===== config.mk =====
export PLATFORM = sky130hd
export DESIGN_NAME = mfu_host_ctrl
export DESIGN_NICKNAME = d
export VERILOG_FILES = /design/src/rtl/mfu_host_ctrl.sv
export SDC_FILE = /design/constraint.sdc
export NUM_CORES = 1
export LEC_CHECK = 0
export BUFFER_PORTS_ARGS = -buffer_cell sky130_fd_sc_hd__buf_2
export CORE_AREA = 10 10 203 205
export CTS_BUF_LIST = sky130_fd_sc_hd__clkbuf_2
export DETAILED_ROUTE_END_ITERATION = 6
export DIE_AREA = 0 0 213 215
export GPL_ROUTABILITY_DRIVEN = 0
export PLACE_DENSITY = 0.61
export REMOVE_ABC_BUFFERS = 1
export SLEW_MARGIN = 30
export SYNTH_ARGS = -nofsm -noshare
export SYNTH_HDL_FRONTEND = slang
export SYNTH_SLANG_ARGS = --single-unit

===== constraint.sdc =====
create_clock -name CLK -period 9.9 [get_ports CLK]
set_clock_uncertainty 0.05 [all_clocks]
set_input_delay 1.485 -clock CLK [delete_from_list [all_inputs] [get_ports CLK]]
set_output_delay 1.485 -clock CLK [all_outputs]
set_load 0.02 [all_outputs]

===== src/rtl/mfu_host_ctrl.sv =====
// Host-side controller for a median-filter unit: loads an image, configures and starts the unit,
// polls for completion and streams the filtered image out. Optional macro: MFU_POLL_TIMEOUT_EN.
module mfu_host_ctrl #(
    parameter int DATA_W = 32,
    parameter int ADDR_W = 18,
    parameter int MODE_W = 2,
    parameter int RD_LAT = 2
`ifdef MFU_POLL_TIMEOUT_EN
    ,
    parameter logic [31:0] POLL_TIMEOUT = 32'd1000000
`endif
) (
    input  logic                     CLK,
    input  logic                     RST,
    input  logic                     start_i,
    input  logic [15:0]              width_i,
    input  logic [15:0]              height_i,
    input  logic [7:0]               s_data_i,
    input  logic                     s_valid_i,
    output logic                     s_ready_o,
    output logic [7:0]               m_data_o,
    output logic                     m_valid_o,
    input  logic                     m_ready_i,
    output logic                     busy_o,
    output logic                     done_o,
    output logic                     err_o,
    output logic [DATA_W-1:0]        mfu_dina_o,
    output logic [MODE_W+ADDR_W-1:0] mfu_addra_o,
    output logic                     mfu_wea_o,
    output logic                     mfu_ena_o,
    input  logic [DATA_W-1:0]        mfu_douta_i
);
    localparam int DEPTH = RD_LAT + 2;
    localparam int PTR_W = $clog2(DEPTH);
    localparam int CNT_W = $clog2(DEPTH + 1);
    localparam int K_W   = ADDR_W + 1;
    localparam logic [32:0] N_MAX = 33'd1 << ADDR_W;

    localparam logic [MODE_W-1:0] MODE_MEM  = MODE_W'(0);
    localparam logic [MODE_W-1:0] MODE_CTRL = MODE_W'(1);
    localparam logic [MODE_W-1:0] MODE_WID  = MODE_W'(2);
    localparam logic [MODE_W-1:0] MODE_HGT  = MODE_W'(3);

    typedef enum logic [2:0] {
        S_IDLE, S_LOAD, S_CFG_W, S_CFG_H, S_GO, S_POLL, S_DRAIN, S_FIN
    } state_t;

    state_t             r_state;
    logic [15:0]        r_width;
    logic [15:0]        r_height;
    logic [K_W-1:0]     r_n;
    logic [K_W-1:0]     r_k;
    logic [K_W-1:0]     r_out_cnt;
    logic               r_err;
    logic               r_poll_pend;
    logic [RD_LAT-1:0]  r_pipe;
    logic [7:0]         r_fifo [DEPTH];
    logic [PTR_W-1:0]   r_wr_ptr;
    logic [PTR_W-1:0]   r_rd_ptr;
    logic [CNT_W-1:0]   r_count;
`ifdef MFU_POLL_TIMEOUT_EN
    logic [31:0]        r_to_cnt;
`endif

    logic [31:0]        w_n_full;
    logic               w_n_bad;
    logic [CNT_W:0]     w_inflight;
    logic               w_rd_issue;
    logic               w_poll_issue;
    logic               w_rd_valid;
    logic               w_push;
    logic               w_pop;
    logic               w_last_out;
    logic [RD_LAT-1:0]  w_pipe_next;

    assign w_n_full     = {16'd0, width_i} * {16'd0, height_i};
    assign w_n_bad      = (w_n_full == 32'd0) || ({1'b0, w_n_full} > N_MAX);
    assign w_rd_valid   = r_pipe[RD_LAT-1];
    assign w_push       = w_rd_valid && (r_state == S_DRAIN);
    assign w_pop        = m_valid_o && m_ready_i;
    assign w_last_out   = w_pop && (r_out_cnt == r_n - K_W'(1));
    assign w_poll_issue = (r_state == S_POLL) && !r_poll_pend;
    // Reads are only issued when the FIFO is guaranteed a slot for every returning word.
    assign w_rd_issue   = (r_state == S_DRAIN) && (r_k < r_n) &&
                          (({1'b0, r_count} + w_inflight) < (CNT_W+1)'(DEPTH));

    assign s_ready_o = (r_state == S_LOAD);
    assign busy_o    = (r_state != S_IDLE);
    assign done_o    = (r_state == S_FIN);
    assign err_o     = r_err;
    assign m_valid_o = (r_count != '0);
    assign m_data_o  = m_valid_o ? r_fifo[r_rd_ptr] : 8'd0;

    always_comb begin
        w_inflight = '0;
        for (int i = 0; i < RD_LAT; i++) begin
            w_inflight = w_inflight + (CNT_W+1)'(r_pipe[i]);
        end
        w_pipe_next    = r_pipe << 1;
        w_pipe_next[0] = w_rd_issue || w_poll_issue;
    end

    always_comb begin
        mfu_ena_o   = 1'b0;
        mfu_wea_o   = 1'b0;
        mfu_addra_o = '0;
        mfu_dina_o  = '0;
        case (r_state)
            S_LOAD: if (s_valid_i) begin
                mfu_ena_o   = 1'b1;
                mfu_wea_o   = 1'b1;
                mfu_addra_o = {MODE_MEM, r_k[ADDR_W-1:0]};
                mfu_dina_o  = DATA_W'(s_data_i);
            end
            S_CFG_W: begin
                mfu_ena_o   = 1'b1;
                mfu_wea_o   = 1'b1;
                mfu_addra_o = {MODE_WID, ADDR_W'(0)};
                mfu_dina_o  = DATA_W'(r_width);
            end
            S_CFG_H: begin
                mfu_ena_o   = 1'b1;
                mfu_wea_o   = 1'b1;
                mfu_addra_o = {MODE_HGT, ADDR_W'(0)};
                mfu_dina_o  = DATA_W'(r_height);
            end
            S_GO: begin
                mfu_ena_o   = 1'b1;
                mfu_wea_o   = 1'b1;
                mfu_addra_o = {MODE_CTRL, ADDR_W'(0)};
                mfu_dina_o  = DATA_W'(1);
            end
            S_POLL: if (w_poll_issue) begin
                mfu_ena_o   = 1'b1;
                mfu_addra_o = {MODE_CTRL, ADDR_W'(0)};
            end
            S_DRAIN: if (w_rd_issue) begin
                mfu_ena_o   = 1'b1;
                mfu_addra_o = {MODE_MEM, r_k[ADDR_W-1:0]};
            end
            default: ;
        endcase
    end

    // FIFO storage carries no reset; validity is tracked by r_count alone.
    always_ff @(posedge CLK) begin
        if (w_push) begin
            r_fifo[r_wr_ptr] <= mfu_douta_i[7:0];
        end
    end

    always_ff @(posedge CLK) begin
        if (RST) begin
            r_pipe   <= '0;
            r_wr_ptr <= '0;
            r_rd_ptr <= '0;
            r_count  <= '0;
        end else begin
            r_pipe <= w_pipe_next;
            if (w_push) begin
                r_wr_ptr <= (r_wr_ptr == PTR_W'(DEPTH-1)) ? '0 : r_wr_ptr + PTR_W'(1);
            end
            if (w_pop) begin
                r_rd_ptr <= (r_rd_ptr == PTR_W'(DEPTH-1)) ? '0 : r_rd_ptr + PTR_W'(1);
            end
            r_count <= r_count + CNT_W'(w_push) - CNT_W'(w_pop);
        end
    end

    always_ff @(posedge CLK) begin
        if (RST) begin
            r_state     <= S_IDLE;
            r_width     <= '0;
            r_height    <= '0;
            r_n         <= '0;
            r_k         <= '0;
            r_out_cnt   <= '0;
            r_err       <= 1'b0;
            r_poll_pend <= 1'b0;
`ifdef MFU_POLL_TIMEOUT_EN
            r_to_cnt    <= '0;
`endif
        end else begin
            case (r_state)
                S_IDLE: if (start_i) begin
                    r_width  <= width_i;
                    r_height <= height_i;
                    r_n      <= K_W'(w_n_full);
                    r_k      <= '0;
                    r_err    <= w_n_bad;
                    r_state  <= w_n_bad ? S_FIN : S_LOAD;
                end
                S_LOAD: if (s_valid_i) begin
                    if (r_k == r_n - K_W'(1)) begin
                        r_k     <= '0;
                        r_state <= S_CFG_W;
                    end else begin
                        r_k <= r_k + K_W'(1);
                    end
                end
                S_CFG_W: r_state <= S_CFG_H;
                S_CFG_H: r_state <= S_GO;
                S_GO: begin
                    r_poll_pend <= 1'b0;
`ifdef MFU_POLL_TIMEOUT_EN
                    r_to_cnt    <= '0;
`endif
                    r_state     <= S_POLL;
                end
                S_POLL: begin
                    if (w_poll_issue) begin
                        r_poll_pend <= 1'b1;
                    end else if (w_rd_valid) begin
                        r_poll_pend <= 1'b0;
                        if (mfu_douta_i == DATA_W'(1)) begin
                            r_k       <= '0;
                            r_out_cnt <= '0;
                            r_state   <= S_DRAIN;
                        end
                    end
`ifdef MFU_POLL_TIMEOUT_EN
                    if (r_to_cnt == POLL_TIMEOUT - 32'd1) begin
                        r_poll_pend <= 1'b0;
                        r_err       <= 1'b1;
                        r_state     <= S_FIN;
                    end else begin
                        r_to_cnt <= r_to_cnt + 32'd1;
                    end
`endif
                end
                S_DRAIN: begin
                    if (w_rd_issue) begin
                        r_k <= r_k + K_W'(1);
                    end
                    if (w_pop) begin
                        r_out_cnt <= r_out_cnt + K_W'(1);
                    end
                    if (w_last_out) begin
                        r_state <= S_FIN;
                    end
                end
                S_FIN:   r_state <= S_IDLE;
                default: r_state <= S_IDLE;
            endcase
        end
    end
endmodule

Word-level counts from Yosys, hierarchy flattened
Memories as Yosys holds them, arrays and structs flattened. A register that Yosys moved wholly into a read port is not among the register bits.
Cells that the tools add are included.
{ "totals": {"inputBits": 77, "ram_bits": 32, "word_cells": 110, "reg_bits": 103, "out_inout_bits": 67, "n_memories": 1} }
{ "memory_table": {"columns": ["memory", "words", "word_bits", "rd", "rd_ports_with_merged_regs", "write_ports", "line", "rtl"], "rows": [
  ["r_fifo", 4, 8, 1, 1, 1, "57", "logic [7:0] r_fifo [DEPTH];"]
]} }
{ "op_classes": {"add_sub_neg": 9, "n_reduce_logical": 22, "mul": 1, "mux": 40, "eq_ne": 22, "magnitude_cmp": 3} }
{ "ops": {"columns": ["operator", "count"], "rows": [
  ["$mux W19", 9],
  ["$pmux W20 S6", 1],
  ["$pmux W19 S4", 1],
  ["$pmux W16 S4", 1],
  ["$add A19 B1 Y19 const B", 2],
  ["$eq A19 B19 Y1", 2],
  ["$pmux W19 S2", 1],
  ["$mux W18", 2],
  ["$eq A32 B1 Y1 const B", 1],
  ["$gt A32 B19 Y1 const B", 1],
  ["$logic_not A32 Y1", 1],
  ["$mul A16 B16 Y32", 1],
  ["$mux W3", 8],
  ["$pmux W3 S8", 1],
  ["$lt A19 B19 Y1", 1],
  ["$sub A19 B1 Y19 const B", 1],
  ["$mux W8", 2],
  ["$ne A2 B2 Y1 const B", 7],
  ["$reduce_and A7 Y1", 2],
  ["$eq A3 B3 Y1 const B", 4],
  ["$mux W2", 4],
  ["$mux W1", 7],
  ["$eq A3 B2 Y1 const B", 2],
  ["$logic_and A1 B1 Y1", 6],
  ["21 further kinds", 29]
]} }

Depth between registers and ports, before layout
{ "depth": {"depth_word": 6, "depth_mapped": 25, "depth_no_buf": 22} }

Worst setup path after synthesis
OpenSTA, ideal clock, no wires.
{ "synth_path": {"kind": "input -> register", "from": "input width_i[4]", "to": "register r_state[2]", "arrival_ps": 7562, "path_buffers": 3, "required_time_ps": 9718, "setup_ps": 132, "path_slack_ps": 2156, "cell_stages": 21, "cell_sequence": "clkbuf_1 -> clkbuf_1 -> nand2_1 -> fa_1 -> fa_1 -> fa_1 -> fa_1 -> fa_1 -> inv_1 -> fa_1 -> ha_1 -> clkbuf_1 -> and3_1 -> and2_1 -> a221o_1 -> a41o_1 -> mux2i_1 -> a2111oi_0 -> nand4_1 -> o311ai_1 -> a21oi_1"} }
{ "synth_between": {"elab_chain_cells": 6, "word_cells_on_any_way": 7, "classes_between": "1 x mul; 1 x order compare; 3 x mux; 2 x reduce/logical"} }
{ "synth_lines": {"columns": ["item", "line", "rtl"], "rows": [
  ["start: declaration", "16", "input logic [15:0] width_i,"],
  ["$mul A16 B16 Y32 (*)", "76", "assign w_n_full = {16'd0, width_i} * {16'd0, height_i};"],
  ["$gt A32 B19 Y1 / $logic_not A32 Y1 (equally long branches)", "77", "assign w_n_bad = (w_n_full == 32'd0) || ({1'b0, w_n_full} > N_MAX);"],
  ["$logic_or A1 B1 Y1 (*)", "77", null],
  ["$mux W3 (*)", "191", "r_state <= w_n_bad ? S_FIN : S_LOAD;"],
  ["$mux W3 (*)", "185", "S_IDLE: if (start_i) begin"],
  ["$pmux W3 S8 (*)", "184", "case (r_state)"],
  ["end signal: assignment", "191", null],
  ["end: declaration", "48", "state_t r_state;"]
]} }
Every way passes the cells marked *; elsewhere a longest branch is shown, timed or not. The select of a mux whose other input is x is not followed.
A chain may end at the register's enable or synchronous reset.

Worst setup path after layout
{ "layout_path": {"from": "input width_i[10]", "to": "register r_state[2]"} }
Same word-level chain as after synthesis.

==> flow_metrics.py <==
metrics = {
    "run_status": {
        "outcome": "finished clean",
    },
    "yosys": {
        "synthCells": 1895,
        "ys_types": 83,
        "yosysWarnings": 0,
        "syn_avg_cell_area_um2": 8.69,
        "ys_seq_elements": 137,
        "synth_edf_count": 32,
        "synth_flop_cell": "dfxtp_1",
        "syn-cell-area_um2": 16500,
        "synth-seq-area-share_pct": 18.6,
        "ys_async_sr_fraction_pct": 0,
    },
    "global_routing": {
        "grt_pass1_wl_um": 69600,
        "grt_pass1_vias": 13400,
        "antenna_found_initial": 1,
        "grt_overflow": 0,
        "track_usage_pct": 18.7,
        "grt_max_degree": 68,
    },
    "cells_and_area": {
        "drive_gt1_share_pct": 10.5,
        "fin_nets": 2347,
        "layout_commonest_cell": "nand2_1",
        "area_growth_pct": 6.48,
        "postLayoutCoreUtil_pct": 47.1,
        "layout_common_cells": "nand2_1 (306), inv_1 (224), fa_1 (195)",
    },
    "run": {
        "maxCapViolCount": 0,
    },
    "detailed_routing": {
        "dr.first_iter.drc_count": 1060,
        "route.detailed.drc": 0,
        "dr.pass1.iters": 5,
        "wirelength_um": 42600,
        "ant_nets": 0,
        "via_per_inst": 5.49,
        "via_count": 13300,
        "detail_route.wl_per_cell_um": 17.5,
    },
    "cts": {
        "post_cts_resized": 0,
        "ctsHoldBuffers": 0,
        "path_clk_slew_ps": 210,
        "cts_setup_buffers": 0,
        "cts-root-buf": "clkbuf_2",
        "cts_sinks": 137,
        "insertion_delay_ps": 780,
        "cts_buffers": 17,
        "clockBufferDepth": 2,
        "htree_levels": 4,
        "cts_tree": "built",
    },
    "sta": {
        "rsz0062_at_grt": "no",
        "final.setup.tns_ps": 0,
        "fin_crit_ps": 7270,
        "tightest_slew_ps": 891,
        "hold_slack_ps": 416,
        "fmax_mhz": 138,
        "slew_violations": 0,
        "finalSetupViolCount": 0,
        "hold_viol_final": 0,
        "max_slew_margin_pct": 40.4,
        "period_share_pct": 73.4,
    },
    "place": {
        "portBuffers": 127,
        "dpl.hpwl_um": 33500,
    },
    "worst_setup_path": {
        "path_max_fanout": 17,
        "worstPathArrival_ps": 7890,
        "required_ps": 10520,
        "crit_type": "input port to register",
        "crit_path_start_kind": "input port",
        "cp-end-kind": "register",
    },
    "die": {
        "fp-row-count": 71,
        "die_h_um": 215,
        "io-pin-count": 144,
        "die_x_um": 213,
        "core-area_um2": 37200,
        "start_util_pct": 44.2,
        "dieArea_um2": 45800,
    },
    "worst_hold_path": {
        "worstHoldPathType": "register to register",
    },
    "power": {
        "p_leak_nw": 7.78,
        "peakVddDrop_uv": 393,
        "p_total_mw": 6.55,
        "power.density_nw_per_um2": 374,
    },
}
==> registers in the layout, summed over array words and instances, names as in the netlist, 2 cells and up, named ones only <==
signal	count
r_count	3
r_fifo	32
r_height	16
r_k	19
r_n	19
r_out_cnt	19
r_pipe	2
r_rd_ptr	2
r_state	3
r_width	16
r_wr_ptr	2
==> metal layers <==
layer | global-route usage, % | wire length [um] | vias up
met5 | 0 | 0 | -
met2 | 31.6 | 21200 | 379
met1 | 24.2 | 18200 | 6655
met3 | 2.77 | 2340 | 51
li1 | - | - | 6239
met4 | 5.55 | 828 | 0
==> through the flow <==
stage / area [um^2] / setup WS, ps / instances
after global routing: 17500 / 2360 / 2428
after floorplan: 16000 / 2690 / 1788
after CTS: 17500 / 2770 / 2427
final: 17500 / 2630 / 2428
after global placement: 17200 / 1930 / 2395
after detailed placement: 17200 / 1840 / 2395
==> cell usage after synthesis, types with 8 or more instances <==
cell type / n / share of area, %
nand2_1: 306 / 7.0
inv_1: 224 / 5.1
fa_1: 195 / 24
ha_1: 135 / 10
dfxtp_1: 105 / 13
and2_1: 104 / 4.0
nor2_1: 97 / 2.2
a21oi_1: 92 / 2.8
clkbuf_1: 91 / 2.1
xnor2_1: 45 / 2.4
xor2_1: 45 / 2.4
o21ai_0: 41 / 1.2
nand3_1: 34 / 1.0
nor2b_1: 34 / 1.3
edfxtp_1: 32 / 5.8
and3_1: 24 / 0.91
mux2i_1: 22 / 1.3
nand4_1: 22 / 0.84
a21o_1: 20 / 0.91
buf_4: 17 / 0.78
nor4_1: 14 / 0.53
a31oi_1: 12 / 0.46
nor3_1: 12 / 0.36
a211oi_1: 10 / 0.46
and4_1: 8 / 0.43
mux4_2: 8 / 1.1
==> power breakdown <==
group,switching [mW],internal [mW],leakage (nW)
registers,0.0886,0.635,1.14
clock network,0.220,0.167,0.163
logic,3.25,2.19,6.47
==> final cells by class <==
cell class                      count  area (um^2)
Fill cell                        3612        19700
Multi-Input combinational cell   1426        12100
Sequential cell                   137         3060
Inverter                          225          845
Timing Repair Buffer              133          681
Tap cell                          474          593
Clock inverter                     15          195
Clock buffer                       17         85.1
Antenna cell                        1         2.50
==> worst paths after layout <==
check / from / to / slack, ps / cells past startpoint
max: width_i[10] / r_state[2]$_SDFFE_PP0P_ / 2630 / 21
min: r_width[8]$_SDFFE_PP0P_ / r_width[8]$_SDFFE_PP0P_ / 420 / 2
max reg2reg: r_n[16]$_SDFFE_PP0P_ / r_k[11]$_SDFFE_PP0P_ / 6220 / 10
min reg2reg: r_width[8]$_SDFFE_PP0P_ / r_width[8]$_SDFFE_PP0P_ / 420 / 2
==> cells by family (layout without fill, tap and decap cells) <==
group | Yosys count | in the layout | share of synthesized area (%)
fa+ha+maj | 330 | 330 | 34.0
xor+xnor | 94 | 94 | 5.33
compound gates | 244 | 244 | 9.45
buf+inv | 347 | 390 | 8.52
simple gates | 710 | 710 | 21.5
other cells | 1 | 17 | 0.0228
mux | 32 | 32 | 2.57
flops | 137 | 137 | 18.6
==> critical path, stage by stage <==
cell	delay, ps
buf_2	350
nand2_1	150
fa_1	520
fa_1	550
inv_1	60
fa_1	490
inv_1	50
fa_1	460
fa_1	520
fa_1	540
inv_1	40
ha_1	420
a21o_1	220
o21bai_1	200
a221o_1	330
a41o_1	250
mux2i_1	140
a2111oi_0	400
nand4_1	260
o311ai_1	360
a21oi_1	110
(Power assumes the default switching activity.)
